===== src/rtl/apb_master_arb8_if.sv =====
// apb_master_arb8_if: APB bus bundle between the arbitrating master and its slaves
interface apb_master_arb8_if #(
  parameter int PADDR_WIDTH8  = 32,
  parameter int PWDATA_WIDTH8 = 32,
  parameter int PRDATA_WIDTH8 = 32
);
  logic [PADDR_WIDTH8-1:0]  paddr8;
  logic                     prwd8;
  logic [PWDATA_WIDTH8-1:0] pwdata8;
  logic                     penable8;
  logic [15:0]              psel8;
  logic [PRDATA_WIDTH8-1:0] prdata8;
  logic                     pready8;
  logic                     pslverr8;
  modport master (output paddr8, prwd8, pwdata8, penable8, psel8, input prdata8, pready8, pslverr8);
  modport slave  (input paddr8, prwd8, pwdata8, penable8, psel8, output prdata8, pready8, pslverr8);
endinterface


===== src/rtl/apb_master_arb8.sv =====
// apb_master_arb8: round-robin arbiter sharing one APB bus between NUM_REQ requesters
module apb_master_arb8 #(
  parameter int NUM_REQ       = 4,
  parameter int PADDR_WIDTH8  = 32,
  parameter int PWDATA_WIDTH8 = 32,
  parameter int PRDATA_WIDTH8 = 32,
  parameter int SEL_SHIFT     = 12,
  parameter int TIMEOUT       = 255
) (
  input  logic                             pclock8,
  input  logic                             preset8,
  input  logic [NUM_REQ-1:0]               req_valid,
  output logic [NUM_REQ-1:0]               req_ready,
  input  logic [NUM_REQ*PADDR_WIDTH8-1:0]  req_addr,
  input  logic [NUM_REQ-1:0]               req_write,
  input  logic [NUM_REQ*PWDATA_WIDTH8-1:0] req_wdata,
  output logic [NUM_REQ-1:0]               rsp_valid,
  output logic [PRDATA_WIDTH8-1:0]         rsp_rdata,
  output logic                             rsp_err,
  apb_master_arb8_if.master                apb
);
  typedef enum logic [1:0] {IDLE, SETUP, ACCESS} state_t;
  state_t     state;
  logic [2:0] ptr, gnt, own;
  logic [9:0] cnt;
  logic       any;
  logic [3:0] sel;
  logic       done;
  // first pending requester at or after the pointer, wrapping modulo NUM_REQ
  always_comb begin
    any = 1'b0;
    gnt = ptr;
    for (int k = NUM_REQ - 1; k >= 0; k--)
      if (req_valid[(int'(ptr) + k) % NUM_REQ]) begin
        any = 1'b1;
        gnt = 3'((int'(ptr) + k) % NUM_REQ);
      end
  end
  assign sel       = req_addr[int'(gnt)*PADDR_WIDTH8 + SEL_SHIFT +: 4];
  assign req_ready = (preset8 && state == IDLE && any) ? NUM_REQ'(1) << gnt : '0;
  assign done      = apb.pready8 || cnt == 10'(TIMEOUT);
  // transfer sequencer: grant, SETUP, ACCESS with watchdog, registered response
  always_ff @(posedge pclock8 or negedge preset8) begin
    if (!preset8) begin
      state        <= IDLE;
      ptr          <= '0;
      own          <= '0;
      cnt          <= '0;
      rsp_valid    <= '0;
      rsp_rdata    <= '0;
      rsp_err      <= 1'b0;
      apb.paddr8   <= '0;
      apb.prwd8    <= 1'b0;
      apb.pwdata8  <= '0;
      apb.penable8 <= 1'b0;
      apb.psel8    <= '0;
    end else begin
      rsp_valid <= '0;
      case (state)
        IDLE:
          if (any) begin
            own         <= gnt;
            apb.paddr8  <= req_addr[int'(gnt)*PADDR_WIDTH8 +: PADDR_WIDTH8];
            apb.prwd8   <= req_write[gnt];
            apb.pwdata8 <= req_wdata[int'(gnt)*PWDATA_WIDTH8 +: PWDATA_WIDTH8];
            apb.psel8   <= 16'(1) << sel;
            state       <= SETUP;
          end
        SETUP: begin
          apb.penable8 <= 1'b1;
          cnt          <= 10'd1;
          state        <= ACCESS;
        end
        ACCESS:
          if (done) begin
            rsp_valid    <= NUM_REQ'(1) << own;
            rsp_rdata    <= (apb.pready8 && !apb.prwd8) ? apb.prdata8 : '0;
            rsp_err      <= apb.pready8 ? apb.pslverr8 : 1'b1;
            apb.psel8    <= '0;
            apb.penable8 <= 1'b0;
            ptr          <= own == 3'(NUM_REQ - 1) ? 3'd0 : own + 3'd1;
            state        <= IDLE;
          end else
            cnt <= cnt + 10'd1;
        default: state <= IDLE;
      endcase
    end
  end
endmodule

===== src/flat_wrapper.sv =====
// flat-port wrapper written by rule: the top's interface ports become plain ports
module apb_master_arb8_flat 
#(
  parameter int NUM_REQ       = 4,
  parameter int PADDR_WIDTH8  = 32,
  parameter int PWDATA_WIDTH8 = 32,
  parameter int PRDATA_WIDTH8 = 32,
  parameter int SEL_SHIFT     = 12,
  parameter int TIMEOUT       = 255
)
  (pclock8, preset8, req_valid, req_ready, req_addr, req_write, req_wdata, rsp_valid, rsp_rdata, rsp_err, apb_paddr8, apb_prwd8, apb_pwdata8, apb_penable8, apb_psel8, apb_prdata8, apb_pready8, apb_pslverr8);
  apb_master_arb8_if #(.PADDR_WIDTH8(PADDR_WIDTH8), .PWDATA_WIDTH8(PWDATA_WIDTH8), .PRDATA_WIDTH8(PRDATA_WIDTH8)) apb_i ();
  input  logic pclock8;
  input  logic preset8;
  input  logic [NUM_REQ-1:0] req_valid;
  output logic [NUM_REQ-1:0] req_ready;
  input  logic [NUM_REQ*PADDR_WIDTH8-1:0] req_addr;
  input  logic [NUM_REQ-1:0] req_write;
  input  logic [NUM_REQ*PWDATA_WIDTH8-1:0] req_wdata;
  output logic [NUM_REQ-1:0] rsp_valid;
  output logic [PRDATA_WIDTH8-1:0] rsp_rdata;
  output logic rsp_err;
  output wire logic [$bits(apb_i.paddr8)-1:0] apb_paddr8;
  output wire logic [$bits(apb_i.prwd8)-1:0] apb_prwd8;
  output wire logic [$bits(apb_i.pwdata8)-1:0] apb_pwdata8;
  output wire logic [$bits(apb_i.penable8)-1:0] apb_penable8;
  output wire logic [$bits(apb_i.psel8)-1:0] apb_psel8;
  input wire logic [$bits(apb_i.prdata8)-1:0] apb_prdata8;
  input wire logic [$bits(apb_i.pready8)-1:0] apb_pready8;
  input wire logic [$bits(apb_i.pslverr8)-1:0] apb_pslverr8;
  assign apb_paddr8 = apb_i.paddr8;
  assign apb_prwd8 = apb_i.prwd8;
  assign apb_pwdata8 = apb_i.pwdata8;
  assign apb_penable8 = apb_i.penable8;
  assign apb_psel8 = apb_i.psel8;
  assign apb_i.prdata8 = apb_prdata8;
  assign apb_i.pready8 = apb_pready8;
  assign apb_i.pslverr8 = apb_pslverr8;
  apb_master_arb8 #(.NUM_REQ(NUM_REQ), .PADDR_WIDTH8(PADDR_WIDTH8), .PWDATA_WIDTH8(PWDATA_WIDTH8), .PRDATA_WIDTH8(PRDATA_WIDTH8), .SEL_SHIFT(SEL_SHIFT), .TIMEOUT(TIMEOUT)) u_core (.pclock8(pclock8), .preset8(preset8), .req_valid(req_valid), .req_ready(req_ready), .req_addr(req_addr), .req_write(req_write), .req_wdata(req_wdata), .rsp_valid(rsp_valid), .rsp_rdata(rsp_rdata), .rsp_err(rsp_err), .apb(apb_i));
endmodule

===== config.mk =====
export PLATFORM = sky130hd
export DESIGN_NAME = apb_master_arb8_flat
export DESIGN_NICKNAME = d
export VERILOG_FILES = /design/src/rtl/apb_master_arb8_if.sv /design/src/rtl/apb_master_arb8.sv /design/src/flat_wrapper.sv
export SDC_FILE = /design/constraint.sdc
export NUM_CORES = 1
export LEC_CHECK = 0
export ABC_CLOCK_PERIOD_IN_PS = 4200
export CORE_AREA = 2 2 162 164
export DETAILED_ROUTE_END_ITERATION = 8
export DIE_AREA = 0 0 164 166
export DONT_BUFFER_PORTS = 1
export GPL_ROUTABILITY_DRIVEN = 0
export RECOVER_POWER = 50
export REMOVE_ABC_BUFFERS = 1
export SKIP_CTS_REPAIR_TIMING = 1
export SYNTH_ARGS = -nofsm -noshare
export SYNTH_HDL_FRONTEND = slang
export SYNTH_SLANG_ARGS = --single-unit

===== constraint.sdc =====
create_clock -name pclock8 -period 4.2 [get_ports pclock8]
set_input_delay 0.84 -clock pclock8 [delete_from_list [all_inputs] [get_ports pclock8]]
set_output_delay 0.84 -clock pclock8 [all_outputs]
set_load 0.01 [all_outputs]

# Yosys cells after proc, flatten, opt, wreduce, memory -nomap -nowiden
# Index checks and enable logic that the tools add are counted.
# totals
romBits	0
latch_bits	0
ff_bits	137
mem_count	0
mem_bits_rw	0
# classes
div_mod_pow	0
eq_ne	7
bitwise	3
n_addsub	6
reduce_logical	17
n_shift	6
mux	37
multipliers	0
order_cmp	5
# op_table
cell	n
$shiftx 128x9->32	2
$shiftx 128x32->4	1
$mux 16	2
$mux 32	1
$pmux 16 s2	1
$pmux 10 s2	1
$shl 1x4->16 const A	1
$mux 3	5
$mux 1	14
$lt 3x4->1 const B	3
$mux 4	3
$add 10x1->10 const B	1
$bmux 1 s2	5
$eq 10x8->1 const B	1
$mux 10	1
$reduce_and 2->1	5
$add 8x4->9 const B	1
$shl 1x3->4 const A	2
$pmux 2 s3	1
$reduce_or 2->1	3
$add 2x2->2 const B	2
$mux 2	2
$ne 2x1->1 const B	2
$reduce_bool 2->1	2
other kinds (15)	19

# Logic depth before layout (Yosys ltp)
# logic_depth
depth_word	15
depth_mapped	10
ltp_nobuf	8

# Least setup slack after synthesis
# No wires, ideal clock.
# synth_path
kind	input to output
start	input req_valid[2]
end	output req_ready[0]
slack_ps	1038
path_stages	7
t_arrival_ps	2322
cell_sequence	buf_2 > nor2_1 > a22oi_1 > o22ai_1 > clkbuf_1 > buf_1 > and3_1
# synth_via
elab_chain_len	9
elab_cells_between_ends	22
classes_between	1 x shift; 20 x mux; 1 x reduce/logical
# synth_lines
element	line_no	source
start, declared	flat_wrapper.sv:15	input logic [NUM_REQ-1:0] req_valid;
$bmux 1 s2	apb_master_arb8.sv:34	if (req_valid[(int'(ptr) + k) % NUM_REQ]) begin
$mux 1 (not written as such) (2 in a row)	apb_master_arb8.sv:34	
$mux 3 / $mux 1 (equally long branches) (4 in a row)	apb_master_arb8.sv:34	
$shl 1x3->4 / $logic_and 1x1->1 (equally long branches)	apb_master_arb8.sv:40	assign req_ready = (preset8 && state == IDLE && any) ? NUM_REQ'(1) << gnt : '0;
$mux 4 *	apb_master_arb8.sv:40	
end, declared	flat_wrapper.sv:16	output logic [NUM_REQ-1:0] req_ready;
# Every way passes the cells marked *; elsewhere a longest branch is shown, timed or not. The select of a mux whose other input is x is not followed.

# Worst setup path in the final report
# layout_path
start	register u_core.ptr[1]
end	output req_ready[2]
# layout_via
elab_chain_len	10
elab_cells_between_ends	31
classes_between	3 x add/sub; 1 x shift; 20 x mux; 3 x bitwise; 4 x reduce/logical
# layout_lines
element	line_no	source
start, declared	apb_master_arb8.sv:24	logic [2:0] ptr, gnt, own;
start signal, assigned	apb_master_arb8.sv:81	ptr <= own == 3'(NUM_REQ - 1) ? 3'd0 : own + 3'd1;
$add 2x2->2	apb_master_arb8.sv:34, apb_master_arb8.sv:36	
$bmux 1 s2	apb_master_arb8.sv:34	
$mux 1 (not written as such) (2 in a row)	apb_master_arb8.sv:34	
$mux 3 / $mux 1 (equally long branches) (4 in a row)	apb_master_arb8.sv:34	
$shl 1x3->4 / $logic_and 1x1->1 (equally long branches)	apb_master_arb8.sv:40	
$mux 4 *	apb_master_arb8.sv:40	
# Marks and branches as above.

==> results by group <==
Global route
  – Largest net degree at the start of global routing: 142
  – Initial antenna violation count: 13
  – First-pass GRT wire length: 34900 µm
  – GRT overflow: 0
  – Number of global-route vias before repair: approximately 5700
  – GR Util All Layers: 16.9%

Cells and area
  – Final net count: approximately 1000
  – Final core utilization: roughly a third
  – Non-filler instance count after layout: between 1000 and 1500
  – Area of the multi-input gates: 3500 µm²
  – Register area: between 3000 and 4000 µm²
  – Fillers: between 2000 and 3000
  – Layout cells sized above 1: between 10 and 15%
  – Commonest non-fill, non-tap cell in the layout: nand2_1
  – Area growth syn-to-layout: 11.6%
  – Commonest cells after routing, fill and taps aside: nand2_1, dfrtp_1, a222oi_1

Logic synthesis
  – Distinct cells, synth: between 60 and 70
  – FFs w/ async S/R, synth: 100%
  – EDFF count, synth: 0
  – Top FF cell, synth: dfrtp_1
  – Syn avg cell area: roughly 10 µm²
  – Mapped Area: 7250 µm²
  – Synthesized flop and latch total: approximately 140
  – Seq/Total Area, Yosys: between 40% and 50%
  – Cells after Synth: roughly 730
  – Warnings from Yosys: 0

Timing
  – Fin crit period: about 3.4 ns
  – Final Setup Violations: 0
  – Fin. Hold Viols: 0
  – Slew margin rel.: 17.9%
  – Final worst path period share: between 70% and 80%
  – Setup TNS Final: 0 ns
  – Worst Skew: about 0.011 ns
  – Measured slew at the worst slew-check pin: 1.23 ns
  – Final Max Slew Viols: 0
  – Worst hold slack: between 0.1 and 0.15 ns
  – F_max: about 0.30 GHz
  – Unrepaired setup endpoints after global routing: false

Routing
  – Vias: just under 6000
  – Top Metal Used: met5
  – Met2 wire length: about 11000 µm
  – Number of DRC markers in iteration 0: about 650
  – Post-Route WL: between 20000 and 25000 µm
  – 1st-pass router iterations: 9
  – DRT antenna net count: 0
  – Metal3 WL: 2650 µm
  – WL met1: approximately 9400 µm
  – Vias/cell: 5.53
  – DR WL/cell: 22.2 µm
  – Post-route DRC violation count: 1

Clock tree
  – Clock Path Buffers: 2
  – Clock Tree Root: clkbuf_16
  – Clock Sinks: between 100 and 150
  – H-tree Lvls: 4
  – Clk slew on worst S/H paths: 0.07 ns
  – Insertion delay to the later sink of the worst-skew pair: between 0.4 and 0.5 ns
  – TritonCTS buffer count: 17
  – CTS tree: yes

Setup path
  – CP Data Required Time: between 3 and 4 ns
  – Critical Path Sink Type: output pin
  – Max stage delay cell, worst path: or3_2
  – CP max FO: 19
  – Kind of critical path: flop to output pin
  – Crit path cell chain: inv_2 > and4_4 > or3_2 > and3_1
  – CP max stage delay: approximately 0.7 ns
  – Critical path arrival: 2.52 ns
  – Crit path launch type: flop

Placement
  – Post-Place Cells: 1017
  – DP HPWL: ~17000 µm
  – IO buf count: 0

Floorplanning
  – Die width: about 160 µm
  – Die H: approximately 170 µm
  – Die area: 27200 µm²
  – IO Pins: between 400 and 500
  – Core area: 25600 µm²
  – Rows: 59
  – Starting Density: between 20% and 30%

Pwr
  – Logic pwr share: about a third
  – Overall Power: 6.48 mW
  – Switch Pwr: approximately 2.8 mW
  – Part of the power in registers: 40.8%
  – Clk pwr share: between 20% and 30%
  – Pwr/cell area: 801 nW/µm²
  – Internal: ~3.7 mW
  – Leak: approximately 3.5 nW
  – Switching Share: between 40 and 50%
  – Worst-case vdd ir drop: ~0.40 mV

Status
  – Failing checks: DRC
  – Outcome: finished with violations

Hold path
  – Worst min path class: primary input to asynchronous set/reset pin

Run
  – Number of max-cap violations: 0
synth_stat cells, drive strengths merged (2+ instances only):
master	instances	area [µm²]
o31ai	4	43.8
a22o	10	87.6
inv	10	37.5
nand4	2	12.5
nor3	3	20.0
dfrtp	137	3430
a21o	2	16.3
and2b	2	20.0
and3	10	67.6
a31oi	2	12.5
o21ai	69	345
a22oi	3	50.1
nand2b	9	56.3
a221oi	15	166
mux2	48	541
and2	5	33.8
nand3	36	180
a222oi	48	480
nand2	149	559
a32o	6	60.1
or2	2	12.5
clkbuf	38	143
buf	24	174
a21oi	13	72.6
nor3b	6	50.1
nand3b	3	22.5
nor2	32	123
nor2b	2	12.5
mux2i	15	150
xor2	5	43.8
or3	3	18.8
a221o	3	30.0
ha	5	62.6
final cells by class:
class                   instances  share of cell area, %
flip-flops and latches        137                   42.3
diodes                         11                  0.340
clock inverters                14                   1.99
repair buffers                 11                   1.02
clock buffers                  18                   5.43
multi-input cells             524                   43.2
inverters                      10                  0.464
well taps                     335                   5.18
state kept, by name (all words and copies together) (netlist names):
signal and cells:
u_core.apb.prwd8 1, u_core.cnt 10, u_core.own 3, u_core.ptr 3, u_core.apb.pwdata8 32, u_core.apb.penable8 1
u_core.rsp_valid 4, u_core.state 2, u_core.rsp_err 1, u_core.apb.paddr8 32, u_core.apb.psel8 16, u_core.rsp_rdata 32
routing by layer:
metal	global-route usage, %	vias up
met5	0	-
met2	26.6	360
met1	20.3	2826
met3	7.52	23
li1	-	2648
met4	6.06	4
metrics by stage:
step	worst slack [ns]	instance area [µm²]
3_3_place_gp	1.12	7470
2_1_floorplan	-0.578	6940
5_1_grt	0.707	8090
4_1_cts	0.799	8070
3_5_place_dp	1.03	7470
6_report	0.843	8100
power groups by stage:
stage	sequential, mW	clock, mW	combinational [mW]
after global routing	2.71	1.67	2.58
after global placement	2.67	0	2.25
after CTS	2.66	1.60	2.32
final	2.65	1.54	2.29
after floorplan	2.46	0	1.76
after detailed placement	2.66	0	2.33
final timing paths:
kind	startpoint	end	slack (ns)	cells after the start
max reg2reg	u_core.ptr[0]	u_core.apb.paddr8[11]	1.21	7
max	u_core.ptr[1]	req_ready[2]	0.84	4
min reg2reg	u_core.cnt[9]	u_core.cnt[9]	0.50	1
max in group asynchronous	preset8	u_core.apb.paddr8[5]	3.82	0
min	preset8	u_core.cnt[6]	0.12	0
min in group pclock8	u_core.cnt[9]	u_core.cnt[9]	0.50	1
cells by family after synthesis:
kind of cell               after synthesis  synth area share, %
buffers and inverters                   72                 4.88
and+or+nand+nor                        266                 16.7
adders and majority gates                5                0.862
AOI/OAI and AO/OA                      185                 20.2
xor gates and xnor gates                 5                0.604
muxes                                   63                 9.52
DFF                                    137                 47.3
worst max-delay path, delay by kind of cell (launching register included):
kind,cells,cell delay [ns]
buffers and inverters,1,0.21
AND/OR/NAND/NOR,3,1.26
flip-flops,1,0.63
Note: power is estimated with default switching activity, not from simulation.
